`src/rtl/lvt_serial_host.sv`:
```
// Host-side serializer for the LVT memory test interface: one parallel command
// out as a bit frame plus push strobe, per-port read data back. Optional: LVT_SERIAL_HOST_STATS_EN.
module lvt_serial_host #(
  parameter int WIDTH     = 32,
  parameter int DEPTH     = 512,
  parameter int PORTS     = 2,
  parameter int RET_DELAY = 2
) (
  input  logic                              clk,
  input  logic                              rst_n,
  input  logic                              cmd_valid,
  output logic                              cmd_ready,
  input  logic [PORTS*$clog2(DEPTH)-1:0]    cmd_addr,
  input  logic [PORTS*WIDTH-1:0]            cmd_data,
  input  logic [PORTS-1:0]                  cmd_en,
  output logic                              rsp_valid,
  input  logic                              rsp_ready,
  output logic [PORTS*WIDTH-1:0]            rsp_data,
  output logic                              ser_d,
  output logic                              ser_push,
  input  logic                              ser_q
`ifdef LVT_SERIAL_HOST_STATS_EN
  ,
  output logic [15:0]                       frame_count,
  output logic                              busy
`endif
);

  localparam int AW   = $clog2(DEPTH);
  localparam int N    = PORTS * (AW + WIDTH + 1);
  localparam int R    = PORTS * WIDTH;
  localparam int NR   = (N > R) ? N : R;
  // The wait counter shares the frame counter, so it must also hold RET_DELAY.
  localparam int CMAX = (NR > RET_DELAY) ? NR : RET_DELAY;
  localparam int CW   = $clog2(CMAX + 1);

  localparam logic [CW-1:0] SHIFT_LAST = CW'(N - 1);
  localparam logic [CW-1:0] CAP_LAST   = CW'(R - 1);
  localparam logic [CW-1:0] WAIT_LAST  = CW'((RET_DELAY > 1) ? (RET_DELAY - 2) : 0);

  localparam logic [2:0] S_IDLE    = 3'd0;
  localparam logic [2:0] S_SHIFT   = 3'd1;
  localparam logic [2:0] S_PUSH    = 3'd2;
  localparam logic [2:0] S_WAIT    = 3'd3;
  localparam logic [2:0] S_CAPTURE = 3'd4;
  localparam logic [2:0] S_RESP    = 3'd5;

  logic [2:0]    state_reg;
  logic [CW-1:0] cnt_reg;
  logic [N-1:0]  shift_reg;
  logic [R-1:0]  ret_reg;
  logic [R-1:0]  rsp_data_reg;
  logic          cmd_ready_reg;
  logic          rsp_valid_reg;
  logic          ser_d_reg;
  logic          ser_push_reg;

  logic [N-1:0]  frame_word;
  logic [N-1:0]  frame_next;
  logic [N-1:0]  shift_next;
  logic [R-1:0]  ret_next;
  logic          accept;

  assign frame_word = {cmd_en, cmd_data, cmd_addr};
  // The MSB goes straight to ser_d at acceptance; the register keeps the remainder.
  assign frame_next = {frame_word[N-2:0], 1'b0};
  assign shift_next = {shift_reg[N-2:0], 1'b0};
  assign accept     = cmd_valid && cmd_ready_reg;

  generate
    if (R > 1) begin : g_ret_wide
      assign ret_next = {ret_reg[R-2:0], ser_q};
    end else begin : g_ret_bit
      assign ret_next = ser_q;
    end
  endgenerate

  always_ff @(posedge clk or negedge rst_n) begin
    if (!rst_n) begin
      state_reg     <= S_IDLE;
      cnt_reg       <= '0;
      shift_reg     <= '0;
      ret_reg       <= '0;
      rsp_data_reg  <= '0;
      cmd_ready_reg <= 1'b0;
      rsp_valid_reg <= 1'b0;
      ser_d_reg     <= 1'b0;
      ser_push_reg  <= 1'b0;
    end else begin
      ser_push_reg <= 1'b0;
      case (state_reg)
        S_IDLE: begin
          cmd_ready_reg <= !accept;
          if (accept) begin
            shift_reg <= frame_next;
            ser_d_reg <= frame_word[N-1];
            cnt_reg   <= '0;
            state_reg <= S_SHIFT;
          end
        end
        S_SHIFT: begin
          if (cnt_reg == SHIFT_LAST) begin
            ser_d_reg    <= 1'b0;
            ser_push_reg <= 1'b1;
            cnt_reg      <= '0;
            state_reg    <= S_PUSH;
          end else begin
            ser_d_reg <= shift_reg[N-1];
            shift_reg <= shift_next;
            cnt_reg   <= cnt_reg + 1'b1;
          end
        end
        S_PUSH: begin
          cnt_reg   <= '0;
          state_reg <= (RET_DELAY > 1) ? S_WAIT : S_CAPTURE;
        end
        S_WAIT: begin
          if (cnt_reg == WAIT_LAST) begin
            cnt_reg   <= '0;
            state_reg <= S_CAPTURE;
          end else begin
            cnt_reg <= cnt_reg + 1'b1;
          end
        end
        S_CAPTURE: begin
          ret_reg <= ret_next;
          if (cnt_reg == CAP_LAST) begin
            rsp_data_reg  <= ret_next;
            rsp_valid_reg <= 1'b1;
            cnt_reg       <= '0;
            state_reg     <= S_RESP;
          end else begin
            cnt_reg <= cnt_reg + 1'b1;
          end
        end
        S_RESP: begin
          if (rsp_ready) begin
            rsp_valid_reg <= 1'b0;
            cmd_ready_reg <= 1'b1;
            state_reg     <= S_IDLE;
          end
        end
        default: begin
          cmd_ready_reg <= 1'b0;
          rsp_valid_reg <= 1'b0;
          ser_d_reg     <= 1'b0;
          cnt_reg       <= '0;
          state_reg     <= S_IDLE;
        end
      endcase
    end
  end

  assign cmd_ready = cmd_ready_reg;
  assign rsp_valid = rsp_valid_reg;
  assign rsp_data  = rsp_data_reg;
  assign ser_d     = ser_d_reg;
  assign ser_push  = ser_push_reg;

`ifdef LVT_SERIAL_HOST_STATS_EN
  logic [15:0] frame_count_reg;

  always_ff @(posedge clk or negedge rst_n) begin
    if (!rst_n) begin
      frame_count_reg <= '0;
    end else if (rsp_valid_reg && rsp_ready) begin
      frame_count_reg <= frame_count_reg + 16'd1;
    end
  end

  assign frame_count = frame_count_reg;
  assign busy        = (state_reg != S_IDLE);
`else
  // Statistics disabled: no counter and no extra ports.
`endif

endmodule

```
`config.mk`:
```
export PLATFORM = sky130hd
export DESIGN_NAME = lvt_serial_host
export DESIGN_NICKNAME = d
export VERILOG_FILES = /design/src/rtl/lvt_serial_host.sv
export SDC_FILE = /design/constraint.sdc
export NUM_CORES = 1
export LEC_CHECK = 0
export CAP_MARGIN = 20
export CORE_UTILIZATION = 49
export DETAILED_ROUTE_END_ITERATION = 8
export MAX_ROUTING_LAYER = met4
export PLACE_DENSITY = 0.82
export SYNTH_ARGS = -nofsm -noshare
export SYNTH_HDL_FRONTEND = slang
export SYNTH_SLANG_ARGS = --single-unit
```
`constraint.sdc`:
```
create_clock -name clk -period 2 [get_ports clk]
set_input_delay 0.6 -clock clk [delete_from_list [all_inputs] [get_ports clk]]
set_output_delay 0.6 -clock clk [all_outputs]
set_load 0.02 [all_outputs]
```
==> results by stage, run 1 <==
Worst setup path:
- The largest delay contributor family on the critical path is compound AO/OA/AOI/OAI gates.
- The worst setup path is of the reg2reg kind.
- In this run the register-to-register setup slack is 0.04 ns.
- The required time at the worst-slack endpoint is 2.38 ns.
- The cell count of the worst reg-to-reg path is 7.
- The worst setup path is captured at a register.
- The worst setup path is launched from a register.
- The critical path data arrival time is 2.34 ns.
- The critical path goes through ha_2, and3_4, a31oi_1, o31a_2, buf_12, clkbuf_16, mux2_4.
- The critical path contains buffers and inverters numbering 2 combined.
- The library cell contributing the largest single delay on the critical path is sky130_fd_sc_hd__o31a_2.
- Counting buffers and inverters, the worst setup path is 7 cells deep.
- The maximum fanout count along the critical path is 11.
- The biggest cell delay along the critical path is 0.36 ns.

Placed design:
- The number of port buffers is 156.
- The worst-case setup slack after placement is -0.340 ns.
- Once placement completed, the tool counted placed cells totaling 1191.
- The cell area after placement is 12100 um2.
- Once detailed placement completed, the half-perimeter wirelength came to 13400 um.
- Routability-driven placement finished with a final weighted congestion of 0.815.

STA:
- The final critical-path setup slack is 0.0402 ns.
- Based on the critical path, the design can be clocked at up to 510 MHz.
- The final count of pins violating max slew was 0.
- The number of hold-slack violations in the final timing report was 0.
- The worst-case clock skew is 0.00766 ns.
- The slew of the pin with the lowest slew margin is 0.482 ns.
- The final count of negative-setup-slack endpoints is 0.
- The sum of negative setup slack is 0 ns.
- The final critical-path required period is 1.96 ns.
- Headroom to the max-slew limit came out at 67.9%.
- Dividing the final minimum period by the clock period gives 98.0%.

Routing:
- The detail-routed net length per standard cell is 16.4 um.
- In the routed design, unresolved DRC markers number 0.
- The sum of routed wire segments on met1 is 9050 um.
- Detailed routing placed a total of 10300 um of wire on met2.
- The remaining antenna violation count is 0.
- The number of design-rule violations left by the first detailed-router iteration is 231.
- The routed layout has 6294 vias.
- The routed wire length on met3 is 654 um.
- The highest metal layer used by the detailed router is met4.
- The total wirelength of the detailed-routed design is 20400 um.
- The total iterations of the first detailed-routing run is 4.
- In the routed layout, each cell is associated on average with a via count of 5.07.

Global routing:
- The overall overflow remaining after global route is 0.
- Across every metal layer, demand over resource in global routing totals 19.9%.
- The via count of the first global-routing pass is 6247.
- The largest net degree at the start of global routing is 66.
- The initial antenna violation count is 0.
- The first global-routing pass estimated 31900 um of wire.

Clock tree:
- The cell sitting at the root of the clock tree is a sky130_fd_sc_hd__clkbuf_16.
- The maximum buffer depth of the clock tree is 3.
- The CTS tree is yes.
- The later pin in the worst-skew pair is clocked with a latency of 0.50 ns.
- The number of CTS-inserted buffers is 24.
- CTS built an H-tree with a depth of 1.
- Clock-pin slew was measured on the worst setup and hold paths at 0.06 ns.
- Counting every sink on the clock net gives 224.

Yosys:
- The fraction of synthesis flops using an asynchronous set or reset pin is 100%.
- In this run, synthesis produced a sequential element count of 224.
- The synthesized netlist occupies a cell area of 10000 um2.
- The register area share after synthesis is 56.0%.
- The number of enable flip-flop cells after synthesis is 0.
- The cell count after synthesis came out at 778.
- The netlist uses 44 different library cells.
- The most used flip-flop cell after synthesis is sky130_fd_sc_hd__dfrtp_1.
- Synthesis produced a netlist with a net count of 871.
- During synthesis, Yosys emitted a total of 0 warnings.
- The average instance area after synthesis is 12.9 um2.

Power:
- The leakage component of the power is 6.55 nW.
- The net switching power of the design is 0.00193 W.
- Net switching is 20.8% of the power.
- Power spread over the standard cell area amounts to 720 nW/um2.
- The sequential share of power is 49.6%.
- Combinational cells account for 4.5% of the total power.
- The clock network power share is 45.9%.
- The internal power contribution is 0.00738 W.
- Power comes to 0.00932 W.
- The largest voltage drop on the vdd net is 0.551 mV.

Status:
- The flow ran to the end, and the final reports show no timing, DRC or antenna violations.

Floorplanning:
- The count of pins on the block boundary is 157.
- In this run the horizontal extent of the chip is 145 um.
- The initial cell density of the core is 50.7%.
- The floorplan step defined a core boundary enclosing 19700 um2.
- The initialized floorplan defines 51 standard-cell rows.
- The floorplan step defined a die boundary enclosing 21000 um2.
- In this run the vertical extent of the chip is 145 um.

Worst hold path:
- Counting instances, the worst hold path has a depth of 1.
- The worst hold path class is reg2reg.

Layout:
- The final standard cell area without fillers is 12900 um2.
- In the final layout, the multi-input gates occupy 4150 um2.
- In the final layout, the share of cells above drive strength 1 is 24.5%.
- The register area is 5610 um2.
- The layout filler cell count is 1490.
- From synthesis to final layout, the design area changed by 29.4%.
- The post-layout net count is 1053.
- The final non-filler cell total is 1241.
- The number of flip-flops in the largest register is 83.
- The number of antenna diodes in the final layout is 0.

Job:
- The count of max-cap constraint violations is 0.
cells in the mapped netlist (2+ instances only):
cell                       number  area share, %
sky130_fd_sc_hd__a31oi_1        2           0.13
sky130_fd_sc_hd__a211oi_1       2           0.15
sky130_fd_sc_hd__clkbuf_1      17           0.64
sky130_fd_sc_hd__mux2i_1        2           0.20
sky130_fd_sc_hd__dfrtp_1      224             56
sky130_fd_sc_hd__o21ai_0        7           0.35
sky130_fd_sc_hd__or2_2          2           0.13
sky130_fd_sc_hd__buf_4          6           0.45
sky130_fd_sc_hd__nor2b_1        2           0.13
sky130_fd_sc_hd__nor2_1         7           0.26
sky130_fd_sc_hd__ha_1           4           0.50
sky130_fd_sc_hd__buf_2         11           0.55
sky130_fd_sc_hd__and2_1         2           0.13
sky130_fd_sc_hd__nand2_1      200            7.5
sky130_fd_sc_hd__a22o_1         4           0.35
sky130_fd_sc_hd__inv_1          6           0.23
sky130_fd_sc_hd__buf_6          8           0.90
sky130_fd_sc_hd__nor4bb_1       2           0.20
sky130_fd_sc_hd__mux2_1        83            9.3
sky130_fd_sc_hd__nor3_1         5           0.25
sky130_fd_sc_hd__mux2_2        77            8.7
sky130_fd_sc_hd__and3_1         3           0.19
sky130_fd_sc_hd__nand3_1        6           0.30
sky130_fd_sc_hd__a21oi_1        8           0.40
sky130_fd_sc_hd__mux2_4        69             10
power groups by stage:
stage | Combinational (W) | Clock, W | Sequential, W
global placement | 0.000420 | 0 | 0.00470
global route | 0.000462 | 0.00457 | 0.00463
detailed placement | 0.000424 | 0 | 0.00471
finish | 0.000417 | 0.00428 | 0.00462
floorplan | 0.000113 | 0 | 0.00469
CTS | 0.000429 | 0.00440 | 0.00462
worst register-to-register path: cells and delay by family, from the launching register on:
kind | cells | cell delay (ns)
buf+inv | 2 | 0.35
compound gates | 2 | 0.43
flops | 1 | 0.35
fa+ha+maj | 1 | 0.21
simple gates | 1 | 0.20
mux | 1 | 0.31
area by class of cell:
type                            instances  share of cell area [%]
Clock buffer                           35                    5.43
Clock inverter                          7                   0.483
Inverter                                6                   0.174
Multi-Input combinational cell        505                    32.1
Sequential cell                       224                    43.3
Tap cell                              265                    2.56
Timing Repair Buffer                  199                    16.0
metal layers:
| layer | track usage (%) | vias up |
|---|---|---|
| li1 | - | 3020 |
| met1 | 26.1 | 3146 |
| met2 | 32.8 | 104 |
| met3 | 2.73 | 24 |
| met4 | 4.43 | 0 |
| met5 | - | - |
layout by cell type, fill, tap and decap left out, types with 2 or more instances in the layout:
master / netlist / final
sky130_fd_sc_hd__clkinv_2: 0 / 5
sky130_fd_sc_hd__dfrtp_1: 224 / 224
sky130_fd_sc_hd__a31oi_1: 2 / 2
sky130_fd_sc_hd__buf_8: 0 / 2
sky130_fd_sc_hd__clkbuf_1: 17 / 6
sky130_fd_sc_hd__a22o_1: 4 / 4
sky130_fd_sc_hd__buf_6: 8 / 4
sky130_fd_sc_hd__mux2_4: 69 / 69
sky130_fd_sc_hd__nor3_1: 5 / 4
sky130_fd_sc_hd__nand2_1: 200 / 200
sky130_fd_sc_hd__mux2_1: 83 / 83
sky130_fd_sc_hd__nand3_1: 6 / 6
sky130_fd_sc_hd__inv_1: 6 / 6
sky130_fd_sc_hd__dlygate4sd2_1: 0 / 68
sky130_fd_sc_hd__clkbuf_8: 0 / 4
sky130_fd_sc_hd__nor2_1: 7 / 7
sky130_fd_sc_hd__mux2i_1: 2 / 2
sky130_fd_sc_hd__and3_1: 3 / 2
sky130_fd_sc_hd__nor2b_1: 2 / 2
sky130_fd_sc_hd__clkbuf_16: 0 / 28
sky130_fd_sc_hd__a21oi_1: 8 / 8
sky130_fd_sc_hd__buf_12: 0 / 13
sky130_fd_sc_hd__clkdlybuf4s50_1: 0 / 87
sky130_fd_sc_hd__a211oi_1: 2 / 2
sky130_fd_sc_hd__o21ai_0: 7 / 6
sky130_fd_sc_hd__ha_1: 4 / 3
sky130_fd_sc_hd__mux2_2: 77 / 77
sky130_fd_sc_hd__buf_4: 6 / 20
kinds of logic after synthesis:
family	Yosys count	synth area share [%]
simple gates	236	9.77
mux	231	28.6
flops	224	56.0
buf+inv	49	2.80
compound gates	34	2.33
fa+ha+maj	4	0.500
per-stage QoR:
| stage | util, % | hold slack, ns |
|---|---|---|
| detailed placement | 61.2 | 0.474 |
| floorplan | - | 0.304 |
| finish | 65.6 | 0.476 |
| global placement | 61.2 | 0.459 |
| global route | 65.6 | 0.498 |
| CTS | 64.7 | 0.482 |
what timing repair did:
action	4_1_cts	5_1_grt
hold endpoints to repair	41	0
hold buffers	1	0
cloned	0	4
setup buffers	0	3
gates resized for setup	71	10
pin swaps	0	4
setup endpoints to repair	115	120
worst paths after layout:
check,startpoint,endpoint
max,cnt_reg[1]$_DFFE_PN0N_,shift_reg[39]$_DFFE_PN0P_
min,rsp_data[30]$_DFFE_PN0P_,rsp_data[30]$_DFFE_PN0P_
max reg2reg,cnt_reg[1]$_DFFE_PN0N_,shift_reg[39]$_DFFE_PN0P_
min reg2reg,rsp_data[30]$_DFFE_PN0P_,rsp_data[30]$_DFFE_PN0P_
max in group asynchronous,rst_n,rsp_data[49]$_DFFE_PN0P_
min in group asynchronous,rst_n,rsp_data[17]$_DFFE_PN0P_
Power figures use the tool's default switching activity.
==> run 2, diff against run 1 <==
- CORE_UTILIZATION: 49 -> 50
- CTS_BUF_LIST: default -> sky130_fd_sc_hd__clkbuf_4 sky130_fd_sc_hd__clkbuf_8
- PLACE_DENSITY: 0.82 -> 0.83
==> results by stage, run 2 (synthesized netlist as in run 1, its figures left out) <==
Status:
- The run finished with clean final reports.

Job:
- Across the run, the number of max-cap violations was 0.

Worst setup path:
- In this design, the stage delay of the slowest critical-path cell is 0.40 ns.
- On the critical path the largest part of the delay comes from compound AO/OA/AOI/OAI gates.
- STA puts the critical path data required time at 2.38 ns.
- The kind of launch point of the worst setup path is a register.
- Along the worst path, the maximum fanout reaches 24.
- The worst setup path is captured at a register.
- The most numerous cell on the critical path is sky130_fd_sc_hd__buf_12.
- The critical path starts at cnt_reg[1]$_DFFE_PN0N_.
- The critical path data arrival time is 2.37 ns.
- By startpoint and endpoint, the worst setup path is classified as reg2reg.
- Together, buffers and inverters on the worst path number 2.
- In this run the critical register-to-register path is launched from cnt_reg[1]$_DFFE_PN0N_.
- The critical path goes through ha_4, and3_4, a31oi_1, o31a_2, buf_12, buf_12, mux2_1.
- The library cell contributing the largest single delay on the critical path is sky130_fd_sc_hd__dfrtp_1.

Floorplanning:
- The die is 143 um wide.
- The initial cell density of the core is 51.2%.
- The count of standard-cell rows is 51.
- The core area is 19500 um2.
- In this run the vertical extent of the chip is 143 um.
- 157 I/O pins were placed.
- The floorplan step defined a die boundary enclosing 20600 um2.

Clock tree:
- For the worst-skew pair, the clock arrives at the later sink with an insertion delay of 0.51 ns.
- The clock sink count is 224.
- After clock tree synthesis, the clock-pin slew on the worst setup and hold paths is 0.07 ns.
- The CTS tree is yes.
- Counting along the longest clock path gives a buffer depth of 3.
- The clock tree synthesis step divided the H-tree into 2 levels.
- CTS placed an instance of sky130_fd_sc_hd__clkbuf_8 at the clock tree root.
- The number of CTS-inserted buffers is 38.

Routing:
- In this run the remaining antenna-violating nets after routing total 0.
- The ratio of routed vias to standard cells is 5.09.
- After the first detailed-routing iteration, the DRC count stood at 259.
- The routed via count is 6447.
- Before antenna repair, the detailed router went through 4 iterations.
- The post-route DRC violation count is 0.
- After detailed routing, the average wire length per cell comes to 16.3 um.
- The total wirelength of the detailed-routed design is 20600 um.

Layout:
- The commonest non-fill, non-tap cell in the layout is sky130_fd_sc_hd__dfrtp_1.
- Compared with the post-synthesis result, the final layout area differs by 29.7%.
- The register with the most flip-flops in the layout has 83 of them.
- The library cells used most frequently in the layout, excluding fill and tap cells, are 222 x sky130_fd_sc_hd__dfrtp_1, 200 x sky130_fd_sc_hd__nand2_1, 87 x sky130_fd_sc_hd__clkdlybuf4s50_1.
- After routing the design area is 13000 um2.
- The number of inserted diodes is 0.
- Summing all multi-input logic gate instances after layout gives 4150 um2.
- Summing all flip-flop and latch instances after layout gives 5610 um2.
- For this run, the post-layout net count is 1066.
- Cells fill 66.4% of the core in the end.
- The layout filler cell count is 1492.
- The share of cells above drive strength 1 is 27.1%.

STA:
- The tightest slew margin relative to the limit is 66.2%.
- Setup slack on the critical path of the routed design comes to 0.0172 ns.
- The clock arrives with 0.0222 ns of skew.
- Derived from the worst setup path, the maximum achievable clock frequency is 504 MHz.
- The final count of pins violating max slew is 0.
- The number of hold-slack violations in the final timing report is 0.
- At the pin with the least slew margin, the transition time is 0.507 ns.
- The final critical-path required period is 1.98 ns.
- The final count of negative-setup-slack endpoints is 0.
- Setup repair after global routing could not meet its margin everywhere.
- The fraction of the cycle the final worst path needs is 99.1%.

Power:
- The power per cell area is 729 nW/um2.
- The leakage component of the power is 6.61 nW.
- The worst-case IR drop observed on VDD is 0.492 mV.

Global routing:
- The via count of the first global-routing pass came to 6731.
- The initial antenna violation count is 0.
- The combined global-route utilization of all metal layers is 21.3%.
- Entering global routing, the biggest net connects 66 pins.
- The first global-routing pass estimated 33700 um of wire.
- The overall overflow remaining after global route is 0.

Placed design:
- Timing analysis after detailed placement gives a worst setup slack of -0.342 ns.
- The cell area after placement is 12100 um2.
- The half-perimeter wire length after detailed placement is 13700 um.
- In this run the tool buffered the top-level ports with 156 buffer cells.
- The routability congestion estimate from global placement is 0.820.

Worst hold path:
- The worst hold path class is reg2reg.
- In this run the most critical hold path is launched from rsp_data[33]$_DFFE_PN0P_.
## run 2: cell types whose count changed in the layout (fill, tap and decap cells not counted), sizes merged
cell      previous run  this run
clkinvlp             1         0
clkinv               5         3
buf                 40        41
clkbuf              38        66
## run 2: metal layers
metal	track usage (%)	vias up	share of wire [%]
met5	-	-	0
met4	8.57	0	2.7
met3	3.00	42	3.1
met2	33.6	136	49
met1	27.8	3209	45
li1	-	3060	-
## run 2: final timing paths
kind                       slack, ns  cells after the start                         to
max                             0.02                      7  shift_reg[10]$_DFFE_PN0P_
min                             0.47                      1   rsp_data[33]$_DFFE_PN0P_
max reg2reg                     0.02                      7  shift_reg[10]$_DFFE_PN0P_
min reg2reg                     0.47                      1   rsp_data[33]$_DFFE_PN0P_
max in group asynchronous       0.76                      3     cnt_reg[5]$_DFFE_PN0N_
min in group asynchronous       0.58                      2   rsp_data[15]$_DFFE_PN0P_
## run 2: power breakdown
| part | total (W) | switching [W] | internal (W) |
|---|---|---|---|
| combinational | 0.000423 | 0.000176 | 0.000247 |
| clock | 0.00441 | 0.00176 | 0.00265 |
| sequential | 0.00462 | 0.0000398 | 0.00459 |
## run 2: area by class of cell
class                   count  share of cell area [%]
flip-flops and latches    224                    43.2
multi-input cells         505                    32.0
repair buffers            198                    15.5
clock buffers              65                    6.17
well taps                 265                    2.56
clock inverters             4                   0.376
inverters                   6                   0.174
## run 2: per-stage QoR
| stage | hold WS [ns] | setup TNS (ns) | std cells | total power, W |
|---|---|---|---|---|
| finish | 0.475 | 0 | 1267 | 0.00946 |
| global route | 0.491 | -0.0701 | 1267 | 0.00986 |
| CTS | 0.482 | 0 | 1265 | 0.00959 |
| detailed placement | 0.475 | -27.39 | 1193 | 0.00513 |
| global placement | 0.458 | -26.07 | 1193 | 0.00512 |
| floorplan | 0.304 | 0 | 778 | 0.00481 |
## run 2: timing repair
item,CTS,global route
hold endpoints to repair,34,0
gates resized for setup,72,8
hold buffers,1,0
buffers inserted,1,1
gates cloned,1,1
pin swaps,0,3
endpoints found under the setup margin,126,55
## run 2: worst reg2reg max path, cell delays in order (launching register included)
cell and delay (ns):
sky130_fd_sc_hd__dfrtp_1 0.40, sky130_fd_sc_hd__ha_4 0.17, sky130_fd_sc_hd__and3_4 0.19, sky130_fd_sc_hd__a31oi_1 0.09, sky130_fd_sc_hd__o31a_2 0.36, sky130_fd_sc_hd__buf_12 0.16
sky130_fd_sc_hd__buf_12 0.17, sky130_fd_sc_hd__mux2_1 0.33
